==> config.mk <==
export PLATFORM = sky130hd
export DESIGN_NAME = rca32_reg_adder
export DESIGN_NICKNAME = d
export VERILOG_FILES = /design/src/rtl/rca32_pkg.sv /design/src/rtl/rca_full_adder.sv /design/src/rtl/rca32_reg_adder.sv
export SDC_FILE = /design/constraint.sdc
export NUM_CORES = 1
export LEC_CHECK = 0
export BUFFER_PORTS_ARGS = -buffer_cell sky130_fd_sc_hd__clkbuf_2
export CORE_UTILIZATION = 46
export CTS_CLUSTER_SIZE = 24
export DETAILED_ROUTE_END_ITERATION = 12
export PLACE_DENSITY = 0.8
export SLEW_MARGIN = 20
export SYNTH_ARGS = -nofsm -noshare
export SYNTH_HDL_FRONTEND = slang
export SYNTH_SLANG_ARGS = --single-unit
==> constraint.sdc <==
create_clock -name clk -period 0.9 [get_ports clk]
set_input_delay 0.045 -clock clk [delete_from_list [all_inputs] [get_ports clk]]
set_output_delay 0.045 -clock clk [all_outputs]
set_load 0.02 [all_outputs]
==> src/rtl/rca32_pkg.sv <==
// Shared definitions for the 32-bit registered ripple-carry adder.
package rca32_pkg;
    localparam int RCA32_W = 32;
    typedef logic [RCA32_W-1:0] rca32_word_t;
endpackage

==> src/rtl/rca_full_adder.sv <==
// One-bit full adder cell; the adder is built by chaining these carry-to-carry.
module rca_full_adder (
    input  logic x,
    input  logic y,
    input  logic ci,
    output logic s,
    output logic co
);
    // Sum and majority carry of the three input bits.
    always_comb begin
        s  = x ^ y ^ ci;
        co = (x & y) | (x & ci) | (y & ci);
    end
endmodule

==> src/rtl/rca32_reg_adder.sv <==
// 32-bit ripple-carry adder with a one-cycle registered output stage.
// Define RCA32_OVF_EN to add the registered signed-overflow output 'ovf'.
module rca32_reg_adder
    import rca32_pkg::*;
(
    input  logic        clk,
    input  logic        rst_n,
    input  logic        in_valid,
    input  rca32_word_t a,
    input  rca32_word_t b,
    input  logic        cin,
    output logic        out_valid,
    output rca32_word_t sum,
    output logic        ca
`ifdef RCA32_OVF_EN
    ,
    output logic        ovf
`endif
);
    // c[i] is the carry into bit i; c[RCA32_W] is the carry-out.
    logic [RCA32_W:0]   c;
    rca32_word_t        s_core;

    assign c[0] = cin;

    genvar i;
    generate
        for (i = 0; i < RCA32_W; i++) begin : g_fa
            rca_full_adder u_fa (
                .x  (a[i]),
                .y  (b[i]),
                .ci (c[i]),
                .s  (s_core[i]),
                .co (c[i+1])
            );
        end
    endgenerate

    rca32_word_t sum_d, sum_q;
    logic        ca_d, ca_q;
    logic        out_valid_d, out_valid_q;
`ifdef RCA32_OVF_EN
    logic        ovf_d, ovf_q;
`endif

    // Load the core result on a valid cycle, otherwise hold; valid tracks in_valid.
    always_comb begin
        sum_d       = sum_q;
        ca_d        = ca_q;
        out_valid_d = in_valid;
`ifdef RCA32_OVF_EN
        ovf_d       = ovf_q;
`endif
        if (in_valid) begin
            sum_d = s_core;
            ca_d  = c[RCA32_W];
`ifdef RCA32_OVF_EN
            // Signed overflow: carry into the sign bit differs from carry out of it.
            ovf_d = c[RCA32_W] ^ c[RCA32_W-1];
`endif
        end
    end

    // Output register stage, cleared asynchronously by reset.
    always_ff @(posedge clk or negedge rst_n) begin
        if (!rst_n) begin
            sum_q       <= '0;
            ca_q        <= 1'b0;
            out_valid_q <= 1'b0;
`ifdef RCA32_OVF_EN
            ovf_q       <= 1'b0;
`endif
        end else begin
            sum_q       <= sum_d;
            ca_q        <= ca_d;
            out_valid_q <= out_valid_d;
`ifdef RCA32_OVF_EN
            ovf_q       <= ovf_d;
`endif
        end
    end

    assign sum       = sum_q;
    assign ca        = ca_q;
    assign out_valid = out_valid_q;
`ifdef RCA32_OVF_EN
    assign ovf       = ovf_q;
`endif
endmodule

==> flow_summary.ini, run 1 <==
[status]
status = finished, violations left
violations = negative setup slack

[pwr]
p_leak_nw = 1.42
powerDensity_nw_per_um2 = 1860
power_mw = 5.43
p_int_mw = 3.65
vdd_ir_drop_max_mv = 1.02
p_comb_share_pct = 42.1
power.share.clock_pct = 18.7
p_sw_share_pct = 32.7
power.switching_mw = 1.78
seqPwrFrac_pct = 39.3

[worst_setup_path]
crit_type = input pin to register
ff2ff_setup_slack_ps = 110
rr_worst_depth = 1
arrival_ps = 11580
required_ps = 1110
path_max_fanout = 1
crit_cells = 37
slowest_delay_ps = 400
cp-end-kind = register
cp_slowest_cell = fa_1
start_kind = input pin
crit_family = adder cells
crit_top_cell = fa_2
crit_buf_inv = 4

[drt]
drtAntennaViolNets = 0
via_per_inst = 4.72
vias = 1284
first_pass_iters = 2
drc_errors = 0
routed_wl_um = 3960
post_drt_wl_per_cell_um = 14.6
drtIter0Drc = 36

[sta]
max-slew-margin-rel_pct = 87.8
fmax_mhz = 87.9
slew_viol_final = 0
whs_ps = 136
hold_viol = 0
rsz0062_at_grt = true
setup_slack_ps = -10480
setup_viol = 32
fin_crit_sh_pct = 1260
tns_ps = -174720
skew_ps = 0
tightest_slew_ps = 183
fin_crit_ps = 11380

[final_layout]
regArea_um2 = 851
post-route-cell-area_um2 = 2910
multiInputGateArea_um2 = 1190
layout_commonest_cell = clkbuf_2
layout-drive-gt1-share_pct = 79.3
fillers = 296
area_growth_syn_to_layout_pct = 43.1
num-nets-final = 322
final_cell_mix = clkbuf_2, dfrtp_1, fa_2
num_antenna_cells = 0

[floorplanning]
core_area_um2 = 4120
num_io_pins = 102
die_area_um2 = 4690
die_w_um = 68.5
die_h_um = 68.5
start_util_pct = 49.4
row_count = 23

[yosys]
synthCells = 113
syn_area_um2 = 2030
synth.distinct_cells = 9
ys.warnings.count = 0
synth.avg_cell_area_um2 = 18.0
synth_fp_nets = 213
ys_ff_latch = 34
ys_seq_area_share_pct = 41.8

[global_route]
first_global_vias = 1364
antenna_found_initial = 0
grtUsageTotal_pct = 17.4
globalRouteOverflowTotal = 0
grt_pass1_wl_um = 5690
grt_max_degree = 35

[clocking]
cts_buffers = 5
cts.clk_slew.worst_paths_ps = 60
cts_tree = yes
ctsRootBufferMaster = clkbuf_8
cts.htree.levels = 2
clock_latency_ps = 270
clkSinkCount = 34
cts_buffer_depth = 2

[placed_design]
place_ws_ps = -10850
port_buffers = 101
hpwl_um = 3120
globalplace.congestion = 0.674
place_area_um2 = 2700

[run]
maxCapViolCount = 0

[hold_path]
hold_path_depth = 2
hp-class = input pin to register
## synthesized netlist by cell type (all sizes together)
| master | instances | area [um2] |
|---|---|---|
| a21oi | 3 | 15.0 |
| buf | 4 | 62.6 |
| mux2 | 30 | 428 |
| nor2 | 3 | 11.3 |
| dfrtp | 34 | 851 |
| inv | 7 | 26.3 |
| fa | 32 | 641 |
## power groups by stage
stage          clock (mW)  sequential, mW  combinational (mW)
3_5_place_dp            0            2.11                2.07
2_1_floorplan           0            2.55               0.822
4_1_cts              1.05            2.10                2.10
6_report             1.01            2.13                2.28
5_1_grt              1.13            2.17                2.47
3_3_place_gp            0            2.11                1.99
## flip-flops by register name, indices dropped and copies added, names as in the netlist
signal and count:
out_valid 1, sum 32, ca 1
## metrics by stage
stage | util, % | instances
floorplan | - | 113
global placement | 65.5 | 263
detailed placement | 65.5 | 263
CTS | 68.3 | 271
global route | 70.8 | 272
finish | 70.8 | 272
## kinds of logic after synthesis
kind of cell    synth area share, %
fa+ha+maj                      31.5
simple gates                  0.553
compound gates                0.738
mux                            21.0
flops                          41.8
buf+inv                        4.37
## timing repair
item | in CTS | in global routing
resized for setup | 5 | 45
hold endpoints to repair | 34 | 0
endpoints found under the setup margin | 32 | 47
setup buffers | 0 | 1
hold buffers | 1 | 0
## final timing paths
path / start / to
max: a[0] / sum[31]$_DFFE_PN0P_
min reg2reg: sum[4]$_DFFE_PN0P_ / sum[4]$_DFFE_PN0P_
min in group asynchronous: rst_n / sum[7]$_DFFE_PN0P_
max in group asynchronous: rst_n / out_valid$_DFF_PN0_
max reg2reg: sum[22]$_DFFE_PN0P_ / sum[22]$_DFFE_PN0P_
min: in_valid / out_valid$_DFF_PN0_
## metal layers
layer  wire length [um]  track usage (%)
met5                  0                0
met2               2050             31.1
met3                321             6.25
met1               1560             19.6
met4                 30             4.69
## layout make-up
class	instances	share of cell area [%]
multi-input combinational	68	40.9
sequential	34	29.2
timing repair buffer	106	23.6
clock buffer	7	2.62
tap	50	2.15
inverter	7	1.50
(Power assumes the default switching activity.)
==> inputs of run 2 (changes only) <==
SKIP_CTS_REPAIR_TIMING = 1   (was unset)
==> flow_summary.ini, run 2 (synthesis gave the netlist of run 1 again) <==
[status]
status = finished, violations left
violations = negative setup slack

[worst_setup_path]
cp_slowest_cell = fa_1
crit_type = input pin to register
slowest_delay_ps = 400
cp-end-kind = register
crit_top_cell = fa_2
start_kind = input pin
path_max_fanout = 1
crit_family = adder cells
crit_buf_inv = 4
arrival_ps = 11560
required_ps = 1110

[drt]
first_pass_iters = 3
via_per_inst = 4.74
post_drt_wl_per_cell_um = 14.5
wl_met1_um = 1540
routed_wl_um = 3950
drc_errors = 0
drtAntennaViolNets = 0
wl_met3_um = 322
top_layer_used = met4
drtIter0Drc = 50
dr_wl_met2_um = 2060
vias = 1290

[clocking]
clkSinkCount = 34
cts.clk_slew.worst_paths_ps = 60
cts.htree.levels = 2
cts_buffer_depth = 2
cts_buffers = 5
cts_tree = yes
clock_latency_ps = 270
ctsRootBufferMaster = clkbuf_8

[floorplanning]
num_io_pins = 102
die_area_um2 = 4690
die_h_um = 68.5
row_count = 23
core_area_um2 = 4120
die_w_um = 68.5
start_util_pct = 49.4

[placed_design]
place_ws_ps = -10850
port_buffers = 101
place_area_um2 = 2700
globalplace.congestion = 0.674
hpwl_um = 3120

[final_layout]
num-nets-final = 322
layout_commonest_cell = clkbuf_2
regArea_um2 = 851
post-route-cell-area_um2 = 2900
largest_reg_flops = 32
num_antenna_cells = 0
multiInputGateArea_um2 = 1190
layout-drive-gt1-share_pct = 79.3
fillers = 298
final_cell_mix = clkbuf_2, dfrtp_1, fa_2
postLayoutCoreUtil_pct = 70.6
area_growth_syn_to_layout_pct = 42.7

[sta]
tns_ps = -173910
max-slew-margin-rel_pct = 87.8
fin_crit_ps = 11350
rsz0062_at_grt = true
fmax_mhz = 88.1
setup_viol = 32
fin_crit_sh_pct = 1260
tightest_slew_ps = 183
slew_viol_final = 0
hold_viol = 0
skew_ps = 0
whs_ps = 133
setup_slack_ps = -10450

[pwr]
p_leak_nw = 1.41
powerDensity_nw_per_um2 = 1870
vdd_ir_drop_max_mv = 1.01

[global_route]
antenna_found_initial = 0
globalRouteOverflowTotal = 0
grt_pass1_wl_um = 5650
first_global_vias = 1349
grtUsageTotal_pct = 17.4
grt_max_degree = 35

[hold_path]
hp-class = input pin to register

[run]
maxCapViolCount = 0
[run 2: per-layer routing]
layer | vias to the layer above | track usage, %
li1 | 579 | -
met1 | 643 | 19.8
met2 | 63 | 30.6
met3 | 5 | 6.25
met4 | 0 | 4.69
met5 | - | 0
[run 2: final timing paths]
check | cells after the start | slack [ps] | from | to
worst min-delay path | 2 | 130 | in_valid | out_valid$_DFF_PN0_
worst max-delay path | 37 | -10450 | a[0] | sum[31]$_DFFE_PN0P_
max in group asynchronous | 3 | 460 | rst_n | out_valid$_DFF_PN0_
min in group asynchronous | 3 | 260 | rst_n | sum[7]$_DFFE_PN0P_
worst min register to register | 1 | 510 | sum[4]$_DFFE_PN0P_ | sum[4]$_DFFE_PN0P_
worst max register to register | 1 | 110 | sum[22]$_DFFE_PN0P_ | sum[22]$_DFFE_PN0P_
[run 2: cell type report]
class                           count  area share (%)
Clock buffer                        7            2.63
Inverter                            7            1.51
Multi-Input combinational cell     68            40.9
Sequential cell                    34            29.3
Tap cell                           50            2.15
Timing Repair Buffer              106            23.5
[run 2: report_power, final]
group / internal, mW / leakage [nW] / switching (mW)
combinational: 1.22 / 0.977 / 1.05
sequential: 1.89 / 0.396 / 0.240
clock: 0.531 / 0.0383 / 0.480
[run 2: per-stage QoR]
step / std cells / power, mW
6_report: 272 / 5.42
5_1_grt: 272 / 5.77
4_1_cts: 270 / 5.23
3_5_place_dp: 263 / 4.18
3_3_place_gp: 263 / 4.09
2_1_floorplan: 113 / 3.37
==> inputs of run 3 (changes only) <==
SYNTH_HIERARCHICAL = 1   (was unset)
==> flow_summary.ini, run 3 <==
[status]
status = finished, violations left
violations = negative setup slack

[clocking]
cts.clk_slew.worst_paths_ps = 70
ctsRootBufferMaster = clkbuf_8
cts_buffers = 5
cts_tree = yes
clock_latency_ps = 280
clkSinkCount = 34
cts_buffer_depth = 2
cts.htree.levels = 2

[global_route]
antenna_found_initial = 0
first_global_vias = 1350
globalRouteOverflowTotal = 0
grt_max_degree = 35
grt_pass1_wl_um = 6170
grtUsageTotal_pct = 19.4

[worst_setup_path]
crit_top_cell = fa_2
cp-end-kind = register
required_ps = 1070
cp_slowest_cell = fa_2
start_kind = input pin
reg2reg_from = sum[19]$_DFFE_PN0P_
slowest_delay_ps = 410
path_max_fanout = 1
rr_worst_depth = 1
worstReg2RegEnd = sum[19]$_DFFE_PN0P_
ff2ff_setup_slack_ps = 90
crit_type = input pin to register
arrival_ps = 11770

[yosys]
async_reset_ff_share_pct = 100
synth_flop_cell = dfrtp_1
synth.distinct_cells = 6
synth_fp_nets = 203
syn_area_um2 = 2050
ys.warnings.count = 6
ys_ff_latch = 34
synth_edf_count = 0
synth_commonest_cells = dfrtp_1, fa_1, mux2_4, buf_12, mux2_2
synthCells = 103
synth_area_leaders = dfrtp_1, fa_1, mux2_4
synth_top_area_cell = dfrtp_1
ys_seq_area_share_pct = 41.6
synth_top_cell_area_share_pct = 41.6
synth.avg_cell_area_um2 = 19.9
synthMostInstantiatedCell = dfrtp_1

[final_layout]
final_cell_mix = clkbuf_2, dfrtp_1, mux2_4, fa_2, buf_6
largest_reg_flops = 32
postLayoutCoreUtil_pct = 70.8
area_growth_syn_to_layout_pct = 43.3
num_antenna_cells = 0
num-nets-final = 311
layout_commonest_cell = clkbuf_2
post-route-cell-area_um2 = 2930
layout-drive-gt1-share_pct = 82.5

[floorplanning]
die_area_um2 = 4720
die_w_um = 68.7
die_h_um = 68.7
core_area_um2 = 4140
start_util_pct = 49.4
row_count = 23
num_io_pins = 102

[hold_path]
hold_path.startpoint = in_valid
hold_path_depth = 2
hp-class = input pin to register
hold_end = out_valid$_DFF_PN0_

[sta]
fin_crit_sh_pct = 1290
slew_viol_final = 0
rsz0062_at_grt = true
tns_ps = -178540
tightest_slew_ps = 187
hold_viol = 0
fin_crit_ps = 11600
setup_viol = 32
fmax_mhz = 86.2
skew_ps = 0
max-slew-margin-rel_pct = 87.5
setup_slack_ps = -10700

[placed_design]
port_buffers = 101
place_ws_ps = -11030
place_area_um2 = 2680
globalplace.congestion = 0.717
hpwl_um = 3350

[drt]
via_per_inst = 4.80
drtIter0Drc = 26
post_drt_wl_per_cell_um = 16.2
routed_wl_um = 4230
first_pass_iters = 4
drtAntennaViolNets = 0
drc_errors = 0
vias = 1254

[pwr]
vdd_ir_drop_max_mv = 1.06
p_leak_nw = 1.41
powerDensity_nw_per_um2 = 1930
power_mw = 5.67

[run]
maxCapViolCount = 0
## run 3: how the worst max path moves through the flow
stage	startpoint	endpoint	slack, ps	cells after the start
after CTS	b[0]	sum[31]$_DFFE_PN0P_	-10740	34
final	b[0]	sum[31]$_DFFE_PN0P_	-10700	34
after global placement	b[0]	sum[31]$_DFFE_PN0P_	-10810	34
after global routing	b[0]	sum[31]$_DFFE_PN0P_	-10920	34
after detailed placement	b[0]	sum[31]$_DFFE_PN0P_	-11030	34
after floorplan	b[0]	sum[31]$_DFFE_PN0P_	-10500	33
## run 3: layout make-up
type                    count  area (um2)
multi-input cells          65        1210
clock buffers               7        76.3
flip-flops and latches     34         851
repair buffers            105         732
well taps                  50        62.6
fillers                   272        1210
## run 3: cell families after synthesis
group                    Yosys count  share of synthesized area [%]
buffers and inverters              4                           3.48
flip-flops                        34                           41.6
adder cells (fa/ha/maj)           32                           31.3
multiplexers                      33                           23.7
## run 3: where the power goes
group          total [mW]  switching (mW)  internal, mW
Sequential           2.17           0.277          1.90
Combinational        2.45            1.07          1.39
Clock                1.04           0.507         0.532
## run 3: metrics by stage
step                hold slack, ps  cells
global placement              22.3    253
detailed placement            27.7    253
floorplan                     -251    103
CTS                           -274    260
global route                   111    261
finish                         122    261
## run 3: critical path, delay by kind of cell
| family | cells | cell delay [ps] |
|---|---|---|
| adder cells (fa/ha/maj) | 32 | 11340 |
| buffers and inverters | 1 | 90 |
| multiplexers | 1 | 260 |
## run 3: per-layer routing
layer	global-route usage, %	up-vias	part of all wire (%)
li1	-	557	-
met1	21.5	626	39
met2	34.6	67	53
met3	6.09	4	7.6
met4	7.14	0	0.99
met5	0	-	0
